===== src/rtl/fnd_scan_driver.sv =====
// 4-digit common-anode 7-segment scan driver fed by a sequential double-dabble converter.
// The binary input is re-converted continuously; digits are multiplexed one slot at a time.
module fnd_scan_driver #(
  parameter int SCAN_DIV  = 100_000,
  parameter int MAX_VALUE = 9999
) (
  input  logic        clk,
  input  logic        reset,
  input  logic [13:0] fnd_in_data,
  input  logic        i_blank_en,
  input  logic [3:0]  i_dp,
  output logic [3:0]  fnd_digit,
  output logic [7:0]  fnd_data,
  output logic        o_bcd_valid
);

  localparam int                CNT_W    = $clog2(SCAN_DIV);
  localparam logic [CNT_W-1:0]  CNT_LAST = CNT_W'(SCAN_DIV - 1);
  localparam logic [13:0]       MAX_V    = 14'(MAX_VALUE);

  typedef enum logic [1:0] {S_IDLE, S_SHIFT, S_DONE} state_t;

  state_t      state_q, state_d;
  logic [13:0] bin_q, bin_d;
  logic [15:0] bcd_q, bcd_d;
  logic [3:0]  iter_q, iter_d;
  logic [15:0] disp_q, disp_d;
  logic        valid_q, valid_d;
  logic [15:0] bcd_adj;

  genvar gi;
  generate
    for (gi = 0; gi < 4; gi++) begin : g_adj
      assign bcd_adj[gi*4 +: 4] = (bcd_q[gi*4 +: 4] >= 4'd5) ? bcd_q[gi*4 +: 4] + 4'd3
                                                               : bcd_q[gi*4 +: 4];
    end
  endgenerate

  always_comb begin
    state_d = state_q;
    bin_d   = bin_q;
    bcd_d   = bcd_q;
    iter_d  = iter_q;
    disp_d  = disp_q;
    valid_d = 1'b0;
    case (state_q)
      S_IDLE: begin
        bin_d   = (fnd_in_data > MAX_V) ? MAX_V : fnd_in_data;
        bcd_d   = '0;
        iter_d  = '0;
        state_d = S_SHIFT;
      end
      S_SHIFT: begin
        // Adjust-then-shift: the binary MSB moves into the BCD LSB.
        bcd_d  = {bcd_adj[14:0], bin_q[13]};
        bin_d  = {bin_q[12:0], 1'b0};
        iter_d = iter_q + 4'd1;
        if (iter_q == 4'd13) state_d = S_DONE;
      end
      S_DONE: begin
        disp_d  = bcd_q;
        valid_d = 1'b1;
        state_d = S_IDLE;
      end
      default: state_d = S_IDLE;
    endcase
  end

  always_ff @(posedge clk or posedge reset) begin
    if (reset) begin
      state_q <= S_IDLE;
      bin_q   <= '0;
      bcd_q   <= '0;
      iter_q  <= '0;
      disp_q  <= '0;
      valid_q <= 1'b0;
    end else begin
      state_q <= state_d;
      bin_q   <= bin_d;
      bcd_q   <= bcd_d;
      iter_q  <= iter_d;
      disp_q  <= disp_d;
      valid_q <= valid_d;
    end
  end

  // valid rises together with the new display contents
  assign o_bcd_valid = valid_q;

  // Scan timing
  logic [CNT_W-1:0] cnt_q, cnt_d;
  logic [1:0]       sel_q, sel_d;
  logic             tick_q, tick_d;
  logic             terminal;

  assign terminal = (cnt_q == CNT_LAST);

  always_comb begin
    cnt_d  = terminal ? '0 : cnt_q + CNT_W'(1);
    sel_d  = terminal ? sel_q + 2'd1 : sel_q;
    tick_d = terminal;
  end

  // Leading-zero blanking mask; digit 0 is never blanked
  logic [3:0] blank_vec;
  generate
    for (gi = 0; gi < 4; gi++) begin : g_blank
      if (gi == 0) begin : g_ones
        assign blank_vec[gi] = 1'b0;
      end else begin : g_upper
        assign blank_vec[gi] = i_blank_en && (disp_q[15:gi*4] == '0);
      end
    end
  endgenerate

  function automatic logic [6:0] seg7(input logic [3:0] nib);
    case (nib)
      4'd0:    seg7 = 7'h40;
      4'd1:    seg7 = 7'h79;
      4'd2:    seg7 = 7'h24;
      4'd3:    seg7 = 7'h30;
      4'd4:    seg7 = 7'h19;
      4'd5:    seg7 = 7'h12;
      4'd6:    seg7 = 7'h02;
      4'd7:    seg7 = 7'h78;
      4'd8:    seg7 = 7'h00;
      4'd9:    seg7 = 7'h10;
      default: seg7 = 7'h7F;
    endcase
  endfunction

  logic [3:0] nib_sel;
  logic [3:0] digit_d;
  logic [7:0] seg_d;
  logic [3:0] digit_q;
  logic [7:0] seg_q;

  assign nib_sel = disp_q[sel_q*4 +: 4];

  always_comb begin
    digit_d = ~(4'b0001 << sel_q);
    seg_d   = {~i_dp[sel_q], blank_vec[sel_q] ? 7'h7F : seg7(nib_sel)};
  end

  always_ff @(posedge clk or posedge reset) begin
    if (reset) begin
      cnt_q   <= '0;
      sel_q   <= 2'd3;
      tick_q  <= 1'b0;
      digit_q <= 4'b1111;
      seg_q   <= 8'hFF;
    end else begin
      cnt_q  <= cnt_d;
      sel_q  <= sel_d;
      tick_q <= tick_d;
      // Digit enable and segments load on the same edge to avoid ghosting
      if (tick_q) begin
        digit_q <= digit_d;
        seg_q   <= seg_d;
      end
    end
  end

  assign fnd_digit = digit_q;
  assign fnd_data  = seg_q;

endmodule


===== config.mk =====
export PLATFORM = sky130hd
export DESIGN_NAME = fnd_scan_driver
export DESIGN_NICKNAME = d
export VERILOG_FILES = /design/src/rtl/fnd_scan_driver.sv
export SDC_FILE = /design/constraint.sdc
export NUM_CORES = 1
export LEC_CHECK = 0
export CORE_MARGIN = 8
export CORE_UTILIZATION = 60
export CTS_CLUSTER_DIAMETER = 40
export CTS_CLUSTER_SIZE = 16
export DETAILED_ROUTE_END_ITERATION = 8
export HOLD_SLACK_MARGIN = 0.03
export PLACE_DENSITY_LB_ADDON = 0.15
export SETUP_SLACK_MARGIN = 0.2
export SYNTH_ARGS = -nofsm -noshare
export SYNTH_HDL_FRONTEND = slang
export SYNTH_SLANG_ARGS = --single-unit

===== constraint.sdc =====
create_clock -name clk -period 8.2 [get_ports clk]
set_clock_uncertainty 0.15 [all_clocks]
set_input_delay 1.64 -clock clk [delete_from_list [all_inputs] [get_ports clk]]
set_output_delay 1.64 -clock clk [all_outputs]
set_load 0.01 [all_outputs]

### After elaboration in Yosys (flattened, before gate mapping)

Memories as Yosys holds them, arrays and structs flattened.
Cells that the tools add are included.

| operators by class | value |
|---|---|
| add/subtract/negate cells | 7 |
| $lt $le $gt $ge | 6 |
| equal/unequal tests | 5 |
| shift-type cells | 2 |
| mux-type cells | 17 |
| bitwise gates (word level) | 2 |
| reductions and logical operators | 8 |

Operator list:

| cell | count |
|---|---|
| case mux 16 bit (2 select lines) | 1 |
| case mux 14 bit (2 select lines) | 1 |
| adder 17 x 1 -> 17 bit (second input constant) | 1 |
| equality test 17 bit (second input constant) | 1 |
| 2-to-1 mux 17 bit | 1 |
| >= comparator 4 x 3 -> 1 bit (second input constant) | 4 |
| indexed part select 16 x 5 -> 4 bit | 1 |
| > comparator 14 bit (second input constant) | 1 |
| 2-to-1 mux 14 bit | 1 |
| adder 4 x 2 -> 4 bit (second input constant) | 3 |
| logical NOT 12 bit | 1 |
| 2-to-1 mux 4 bit | 3 |
| logical NOT 8 bit | 1 |
| case mux 4 bit (2 select lines) | 1 |
| 2-to-1 mux 7 bit | 1 |
| adder 4 x 1 -> 4 bit (second input constant) | 1 |
| binary-select mux 1 bit (select 2 bit) | 2 |
| equality test 4 bit (second input constant) | 1 |
| logical NOT 4 bit | 1 |
| inverter 4 bit | 1 |
| case mux 2 bit (2 select lines) | 1 |
| << shifter 1 x 2 -> 4 bit (first input constant) | 1 |
| adder 3 x 2 -> 3 bit (second input constant) | 1 |
| logical AND 1 bit | 3 |
| 11 further kinds | 13 |

| word-level totals | value |
|---|---|
| flip-flop bits (word level) | 85 |
| memory bits (read-only) | 112 |
| bits of input ports | 21 |
| output and inout bits | 13 |
| word-level logic and storage cells | 59 |
| memories kept | 1 |

Memory list:

| memory | words | width | read ports | clocked after Yosys merged registers in | write ports | RTL line | RTL |
|---|---|---|---|---|---|---|---|
| (no name shown) | 16 | 7 | 1 | 0 | 0 | 117 | `case (nib)` |

### Logic depth before layout (Yosys ltp)

Gate-level depths: netlist (run 1).

| depth | value |
|---|---|
| depth after elaboration | 5 |
| mapped depth | 8 |
| gate-level depth less buffers | 7 |

### Worst setup path before layout (run 1)

Ideal clock, no wire load.

| timing path | value |
|---|---|
| path kind | input to register |
| start | in fnd_in_data[6] |
| end | reg bin_q[4] |
| library setup time | 0.083 ns |
| arrival | 2.505 ns |
| path slack | 5.462 ns |
| stages | 5 |
| path buffers | 0 |
| path through | nor4_1 o21ai_0 a21oi_1 a22oi_1 o21ai_0 |

| between the ends | value |
|---|---|
| word-level cells in the longest chain between the ends | 3 |

Ends and longest elaborated chain:

| what | RTL line | RTL |
|---|---|---|
| from (decl) | 9 | `input logic [13:0] fnd_in_data,` |
| > comparator 14 bit | 48 | `bin_d = (fnd_in_data > MAX_V) ? MAX_V : fnd_in_data;` |
| 2-to-1 mux 14 bit | 48 |  |
| case mux 14 bit (2 select lines) | 46 | `case (state_q)` |
| to (signal assigned) | 79 | `bin_q <= bin_d;` |
| to (decl) | 24 | `logic [13:0] bin_q, bin_d;` |

Every way passes these cells.
A chain may end at the register's enable or synchronous reset.

### Worst setup path in the final report (run 1)

| timing path | value |
|---|---|
| start | reg seg_q[4], in the netlist fnd_data[4] |
| end | out fnd_data[4] |

RTL lines:

| what | RTL line | RTL |
|---|---|---|
| from (decl) | 136 | `logic [7:0] seg_q;` |
| from (signal assigned) | 159 | `seg_q <= seg_d;` |
| to (decl) | 13 | `output logic [7:0] fnd_data,` |

No word-level cell between the ends.

==> results of run 1 <==
-- Yosys cell counts, types with 4 or more instances --
cell / n
xor2_1: 10
o32a_1: 5
clkbuf_1: 12
mux2_2: 8
xnor2_1: 11
nand3_1: 15
dfstp_2: 14
o22ai_1: 6
o31ai_1: 4
nor4_1: 6
nor2_1: 25
nand2b_1: 5
nor3_1: 6
mux2i_1: 7
a22oi_1: 6
a21oi_1: 16
dfrtp_1: 71
inv_1: 25
nand2_1: 50
o21ai_0: 44
ha_1: 20
-- sequential cells by signal, indices dropped and copies added, names as in the netlist, 2 cells and up --
name,cells
sel_q,2
fnd_data,8
iter_q,4
bin_q,14
fnd_digit,4
state_q,2
bcd_q,16
cnt_q,17
disp_q,16
-- per-layer routing --
layer	track usage [%]	routed length (um)
met1	21.0	3750
met2	27.3	3730
met3	4.05	346
met4	6.64	90
met5	0	0
-- cells by family after synthesis --
kind of cell	share of synthesized area [%]
buffers and inverters	4.43
AND/OR/NAND/NOR	13.9
XOR/XNOR	4.40
multiplexers	6.71
flip-flops	51.3
AO/OA/AOI/OAI	13.2
adder cells (fa/ha/maj)	5.99
-- layout make-up --
class | instances | share of cell area [%]
Tap cell | 80 | 2.12
Inverter | 26 | 2.12
Timing Repair Buffer | 35 | 7.31
Clock inverter | 7 | 1.38
Sequential cell | 85 | 45.4
Multi-Input combinational cell | 276 | 39.1
Clock buffer | 9 | 2.62
-- worst min path at each step --
stage,end,cells after the start,slack (ns),startpoint
global placement,fnd_digit[3],2,0.30,fnd_digit[3]
finish,fnd_digit[0],2,0.33,fnd_digit[0]
CTS,fnd_digit[1],2,0.33,fnd_digit[1]
global route,fnd_digit[0],2,0.34,fnd_digit[0]
detailed placement,fnd_digit[0],2,0.31,fnd_digit[0]
floorplan,disp_q[0],2,0.29,disp_q[0]
-- metrics by stage --
| stage | cell area (um^2) | hold WS [ns] | instances |
|---|---|---|---|
| 2_1_floorplan | 4180 | 0.292 | 403 |
| 3_3_place_gp | 4540 | 0.303 | 502 |
| 3_5_place_dp | 4540 | 0.311 | 502 |
| 4_1_cts | 4730 | 0.326 | 518 |
| 5_1_grt | 4730 | 0.335 | 518 |
| 6_report | 4730 | 0.326 | 518 |
-- worst reg2reg max path, stage by stage (launching register included) --
cell     delay, ns
dfrtp_1       0.66
inv_1         0.37
nand2_1       0.68
mux2_2        0.43
-- report_power, final --
| part | total, mW | leakage, nW | internal [mW] | switching [mW] |
|---|---|---|---|---|
| sequential | 0.474 | 1.07 | 0.451 | 0.0237 |
| clock | 0.286 | 0.0878 | 0.117 | 0.169 |
| combinational | 0.141 | 0.878 | 0.0676 | 0.0736 |
| total | 0.902 | 2.03 | 0.636 | 0.266 |
==> flow_summary.toml, run 1 <==
[critical_path]
path_cells = "clkdlybuf4s50_1"
cp_data_arrival_time_ns = 1.45
critPathLaunch = "fnd_data[4]"
path_class = "reg2out"
cp_num_cells = 1
path_max_fanout = 2
start_kind = "flip-flop"
required_ns = 6.41
crit_slowest_cell = "dfstp_2"
r2r-end = "disp_q[2]"
cp_slowest_stage_delay_ns = 0.54
crit_buf_inv = 1
r2r_slack_ns = 5.80
r2r_start = "state_q[0]"
cp_top_family = "flip-flops"
crit_path_end_kind = "output pin"
r2r_cells = 3
critPathCapture = "fnd_data[4]"

[timing]
min_period_over_period_pct = 39.5
fmax_ghz = 0.309
setup_tns_ns = 0
rsz0062_at_grt = "no"
maxSlewViolCount = 0
relSlewSlack_pct = 26.3
hold_viol = 0
worst_slew_pin_slew_ns = 1.10
final.min_clock_period_ns = 3.24
setup_viol = 0
worst_slack_ns = 4.96

[global_route]
grt_pass1_vias = 2928
track_usage_pct = 16.7
grt_max_degree = 86
grt_first_pass_wirelength_um = 13400
antenna_found_initial = 0
grt_overflow = 0

[finish]
multi_input_area_um2 = 1850
final_cell_mix = "dfrtp_1, nand2_1, o21ai_0, clkdlybuf4s50_1, nor2_1"
n_fill_cell = 494
regArea_um2 = 2140
nets = 474
area_growth_pct = 13.2
diodes = 0
final_common_cell = "dfrtp_1"
post-route-util_pct = 69.9
drive_gt1_share_pct = 11.2

[logic_synthesis]
synth-main-ff-cell = "dfrtp_1"
synth_edf_count = 0
ys_seq_area_share_pct = 51.3
synthDominantCellAreaShare_pct = 42.5
synth_warnings = 0
syn_area_um2 = 4180
synth.net_count = 444
synth_cell_types = 44
synthTopCellsByArea = "dfrtp_1, dfstp_2, ha_1, o21ai_0, nand2_1"
ys_seq_elements = 85
synth_async_sr_flop_share_pct = 100
syn_inst = 403
yosysTopAreaCell = "dfrtp_1"
avgSynthCellArea_um2 = 10.4

[hold_path]
hp-class = "reg2reg"

[clock_tree]
clk_latency_ns = 0.36
cts_tree = "done"
numClockSinks = 85
holdBufCountCts = 0
cts.reportedPaths.clkPinSlew_ns = 0.09
ctsRootBufferMaster = "clkbuf_8"
ctsResizeCount = 0
cts_buffers = 9
clockBufferDepth = 2
cts_setup_buffers = 0
h-tree-depth = 3

[floorplanning]
die_height_um = 99.4
fp.dieArea_um2 = 9890
initial_core_util_pct = 61.8
num_rows = 30
pin_count = 34
die_w_um = 99.4
core_um2 = 6760

[drt]
vias = 2974
drcViolationCount = 0
drtAntennaViolNets = 0
vias_per_cell = 5.74
dr.pass1.iters = 4
wl_per_cell_um = 15.3
wl_um = 7920
drt_iter0_markers = 134

[power]
p_per_area_nw_per_um2 = 191
ir_drop_uv = 109
finalPower_mw = 0.902
p_leak_nw = 2.03

[run]
cap_viol_max_count = 0

[outcome]
status = "completed"

[place]
dp_hpwl_um = 5450
place_congestion = 0.807
portBuffers = 33
place_ws_ns = 4.73
No activity file was read; power rests on OpenSTA's default activity.
==> run 2, diff against run 1 <==
CORE_UTILIZATION = 58   (was 60)
clock period = 3.3 ns   (was 8.2 ns; I/O delays follow)
==> run 2 against run 1 <==
Compared with the run above:
- clock-buffer cell count did not move
- sequential power is 150% higher
- via count fell by 1.5%
- register-to-register slack got worse by 4.9 ns
- non-clock buffer count increased by 2
- routed wire length decreased by 3.3%
- global-route usage fell by 0.18 points
- final cell count increased by 4.1%
- worst setup slack got worse by 4.0 ns
==> flow_summary.toml, run 2 (synthesis results as in run 1) <==
[global_route]
track_usage_pct = 16.6
use_met1_pct = 21.5
antenna_found_initial = 0
use_met3_pct = 4.01
grt_pass1_vias = 2868
grt_first_pass_wirelength_um = 13400
busiest_layer = "met2"
use_met2_pct = 26.0
grt_overflow = 0
grt_max_degree = 56

[finish]
largest_register_ffs = 17
drive_gt1_share_pct = 11.6
area_growth_pct = 15.7
n_fill_cell = 570
final_cell_mix = "dfrtp_1, nand2_1, o21ai_0, clkdlybuf4s50_1, nor2_1"
design_area_um2 = 4830
nets = 476
diodes = 0
final_common_cell = "dfrtp_1"
top_register = "cnt_q"
top_regs = "cnt_q: 17 flops, bcd_q: 16 flops, disp_q: 16 flops"

[floorplanning]
fp.dieArea_um2 = 10200
initial_core_util_pct = 58.8
die_w_um = 101
die_height_um = 101
num_rows = 31
pin_count = 34
core_um2 = 7100

[run]
cap_viol_max_count = 0

[critical_path]
r2r_slack_ns = 0.94
cp_data_arrival_time_ns = 2.49
cp_slowest_stage_delay_ns = 0.66
crit_path_end_kind = "flip-flop"
path_class = "reg2reg"
path_cells = "mux4_1 -> inv_1 -> ha_1 -> nor2b_4 -> a211oi_2 -> a31oi_1 -> o22a_1"
crit_buf_inv = 1
r2r_start = "sel_q[1]"
start_kind = "flip-flop"
required_ns = 3.43
cp_top_family = "multiplexers"
crit_slowest_cell = "mux4_1"
path_max_fanout = 9
critPathLaunch = "sel_q[1]"

[place]
placed_area_um2 = 4590
portBuffers = 33
dp_hpwl_um = 5390
place_congestion = 0.776

[drt]
vias_per_cell = 5.43
wl_um = 7660
drtAntennaViolNets = 0
drt_iter0_markers = 60
dr.pass1.iters = 4
wl_per_cell_um = 14.2
drcViolationCount = 0
vias = 2928

[clock_tree]
cts.reportedPaths.clkPinSlew_ns = 0.09
h-tree-depth = 3
ctsResizeCount = 0
clockBufferDepth = 2
cts_setup_buffers = 0
cts_buffers = 9
ctsRootBufferMaster = "clkbuf_8"
holdBufCountCts = 0
cts_tree = "done"
clk_latency_ns = 0.35
numClockSinks = 85

[hold_path]
worstHoldStart = "fnd_digit[2]"
hp-class = "reg2reg"

[timing]
relSlewSlack_pct = 46.7
min_period_over_period_pct = 71.5
rsz0062_at_grt = "no"
hold_viol = 0
fmax_ghz = 0.424
final.min_clock_period_ns = 2.36
maxSlewViolCount = 0
setup_tns_ns = 0
worst_slew_pin_slew_ns = 0.797
setup_viol = 0

[power]
p_leak_nw = 2.08
ir_drop_uv = 291
p_per_area_nw_per_um2 = 503

[outcome]
status = "completed"
==> run 2: cell count changes in the layout (fill, tap and decap cells not counted) <==
cell        previous run  this run
buf_12                 0         1
inv_6                  1         2
inv_8                  3         0
clkinvlp_4             3         0
clkinv_2               2         3
buf_4                  2         3
clkinv_4               0         1
bufinv_16              0         3
==> run 2: report_power, final <==
part | switching [mW] | internal, mW | total (mW) | leakage [nW]
clock | 0.385 | 0.508 | 0.893 | 0.124
combinational | 0.187 | 0.170 | 0.357 | 0.893
sequential | 0.0622 | 1.12 | 1.18 | 1.07
==> run 2: final cells by class <==
type / instances / area [um^2] / share of cell area (%)
clock inverter: 7 / 121 / 2.51
sequential: 85 / 2140 / 44.4
tap: 99 / 124 / 2.56
inverter: 26 / 100 / 2.07
clock buffer: 9 / 124 / 2.56
multi-input combinational: 276 / 1850 / 38.2
timing repair buffer: 37 / 373 / 7.71
==> run 2: worst reg2reg max path: stages (launching register included) <==
cell	delay [ns]
dfstp_2	0.65
mux4_1	0.67
inv_1	0.13
ha_1	0.22
nor2b_4	0.05
a211oi_2	0.19
a31oi_1	0.07
o22a_1	0.16
==> run 2: final timing paths <==
check / end / cells past startpoint
max in group asynchronous: fnd_data[0] / 3
min in group asynchronous: cnt_q[12] / 2
max: fnd_data[4] / 7
min: fnd_digit[2] / 2
min reg2reg: fnd_digit[2] / 2
max reg2reg: fnd_data[4] / 7
==> run 2: layer usage <==
metal,share of wire [%],vias to the layer above
met5,0,-
met4,0.94,0
met3,4.2,5
met2,46,45
met1,49,1407
li1,-,1471
==> run 2: per-stage QoR <==
step	setup WS (ns)	power [mW]	util (%)	hold slack (ns)	instances
3_3_place_gp	1.00	1.54	64.6	0.303	523
4_1_cts	0.939	2.45	68.1	0.321	539
6_report	0.941	2.43	68.1	0.318	539
2_1_floorplan	0.320	1.47	-	0.292	403
5_1_grt	0.798	2.56	68.1	0.339	539
3_5_place_dp	0.955	1.56	64.6	0.304	523
==> run 3, diff against run 2 <==
clock period = 2.5 ns   (was 3.3 ns; I/O delays follow)
==> run 3 against run 2 <==
Compared with the run above:
- sequential power up 34%
- total power up 29%
- register-to-register slack worse by 0.65 ns
- routed wire length up 4.8%
- utilization up 0.88 points
- clock-buffer cell count up 3
- clock power up 19%
- largest power group unchanged
==> flow_summary.toml, run 3 (synthesis results as in run 1) <==
[critical_path]
r2r_slack_ns = 0.29
required_ns = 2.63
path_cells = "buf_4 -> mux4_2 -> nor2b_1 -> o32a_1"
path_max_fanout = 9
start_kind = "flip-flop"
r2r_start = "sel_q[1]"
crit_path_end_kind = "flip-flop"
r2r_cells = 4
r2r-end = "fnd_data[5]"
path_class = "reg2reg"
cp_slowest_stage_delay_ns = 0.63
cp_data_arrival_time_ns = 2.34
crit_slowest_cell = "mux4_2"

[timing]
setup_viol = 0
setup_tns_ns = 0
hold_viol = 0
final.min_clock_period_ns = 2.21
maxSlewViolCount = 0
relSlewSlack_pct = 65.4
min_period_over_period_pct = 88.5
timing.hold.ws_ns = 0.316
worst_slew_pin_slew_ns = 0.516
fmax_ghz = 0.452
rsz0062_at_grt = "yes"

[finish]
diodes = 0
largest_register_ffs = 17
top_register = "cnt_q"
drive_gt1_share_pct = 12.7
final_cell_mix = "dfrtp_1, nand2_1, o21ai_0, clkdlybuf4s50_1, nor2_1"
n_fill_cell = 556
design_area_um2 = 4900
post-route-util_pct = 69.0
area_growth_pct = 17.2
top_regs = "cnt_q: 17 flops, bcd_q: 16 flops, disp_q: 16 flops"
nets = 484
final-instance-count-excl-fill = 547
final_common_cell = "dfrtp_1"

[place]
place_congestion = 0.775
dp_cells = 529
portBuffers = 33
dp_hpwl_um = 5660
placed_area_um2 = 4650

[clock_tree]
ctsRootBufferMaster = "clkbuf_8"
numClockSinks = 85
cts_buffers = 9
holdBufCountCts = 0
clk_latency_ns = 0.35
h-tree-depth = 3
clockBufferDepth = 2
cts_tree = "done"
cts.reportedPaths.clkPinSlew_ns = 0.08

[hold_path]
min_to = "fnd_digit[2]"
hp-class = "reg2reg"
worstHoldStart = "fnd_digit[2]"
hold_depth = 2

[drt]
drtAntennaViolNets = 0
wl_um = 8030
vias_per_cell = 5.46
vias = 2987
drcViolationCount = 0
wl_per_cell_um = 14.7
dr.pass1.iters = 4
drt_iter0_markers = 96

[global_route]
grt_max_degree = 35
antenna_found_initial = 0
track_usage_pct = 16.9
grt_first_pass_wirelength_um = 13900
grt_pass1_vias = 2923
grt_overflow = 0

[power]
ir_drop_uv = 395
p_leak_nw = 2.11
p_per_area_nw_per_um2 = 642

[floorplanning]
fp.dieArea_um2 = 10200
die_w_um = 101
num_rows = 31
pin_count = 34
initial_core_util_pct = 58.8
core_um2 = 7100
die_height_um = 101

[outcome]
status = "completed"

[run]
cap_viol_max_count = 0
==> run 3: cell types whose count changed in the layout (fill, tap and decap cells not counted) <==
cell        delta
clkinv_4       -1
clkinv_2       -1
mux4_2         +1
buf_12         +1
buf_4          +6
clkinvlp_4     +2
bufinv_16      -1
clkbuf_1       +2
inv_6          -2
clkbuf_8       +1
==> run 3: worst max-delay path by stage <==
stage | from | end | slack (ns) | depth (start not counted)
after global placement | sel_q[1] | fnd_data[5] | 0.32 | 7
final | sel_q[1] | fnd_data[5] | 0.29 | 4
after CTS | sel_q[1] | fnd_data[4] | 0.24 | 7
after floorplan | sel_q[1] | fnd_data[4] | 0.26 | 8
after global routing | sel_q[1] | fnd_data[4] | 0.20 | 6
after detailed placement | sel_q[1] | fnd_data[4] | 0.25 | 7
==> run 3: metal layers <==
metal  global-route usage, %  vias up  wire, um
met5                       0        -         0
met4                    5.93        0       104
met3                    3.45       10       272
met2                    26.4       42      3770
met1                    22.7     1447      3880
li1                        -     1488         -
==> run 3: critical path: cells and delay by family, from the launching register on <==
kind                   cells  cell delay, ns
multiplexers               1            0.63
flip-flops                 1            0.59
AO/OA/AOI/OAI              1            0.34
AND/OR/NAND/NOR            1            0.25
buffers and inverters      1            0.19
==> run 3: metrics by stage <==
step	total power [mW]	worst slack [ns]
after floorplan	1.93	0.259
after global placement	2.04	0.319
after detailed placement	2.07	0.249
after CTS	3.13	0.245
after global routing	3.30	0.197
final	3.14	0.288
==> run 3: what timing repair did <==
item,in CTS,in global routing
buffers inserted,0,1
resized for setup,0,1
endpoints found under the setup margin,0,2
==> run 3: cell type report <==
type                    instances  area (um^2)  area share, %
clock buffers                  12          145           2.96
repair buffers                 44          438           8.94
well taps                      99          124           2.53
flip-flops and latches         85         2140           43.8
inverters                      26          103           2.10
clock inverters                 4         72.6           1.48
multi-input cells             277         1870           38.2
==> run 3: power by group <==
part | internal (mW) | switching [mW] | total (mW)
Clock | 0.590 | 0.473 | 1.06
Combinational | 0.248 | 0.253 | 0.501
Sequential | 1.48 | 0.0985 | 1.58
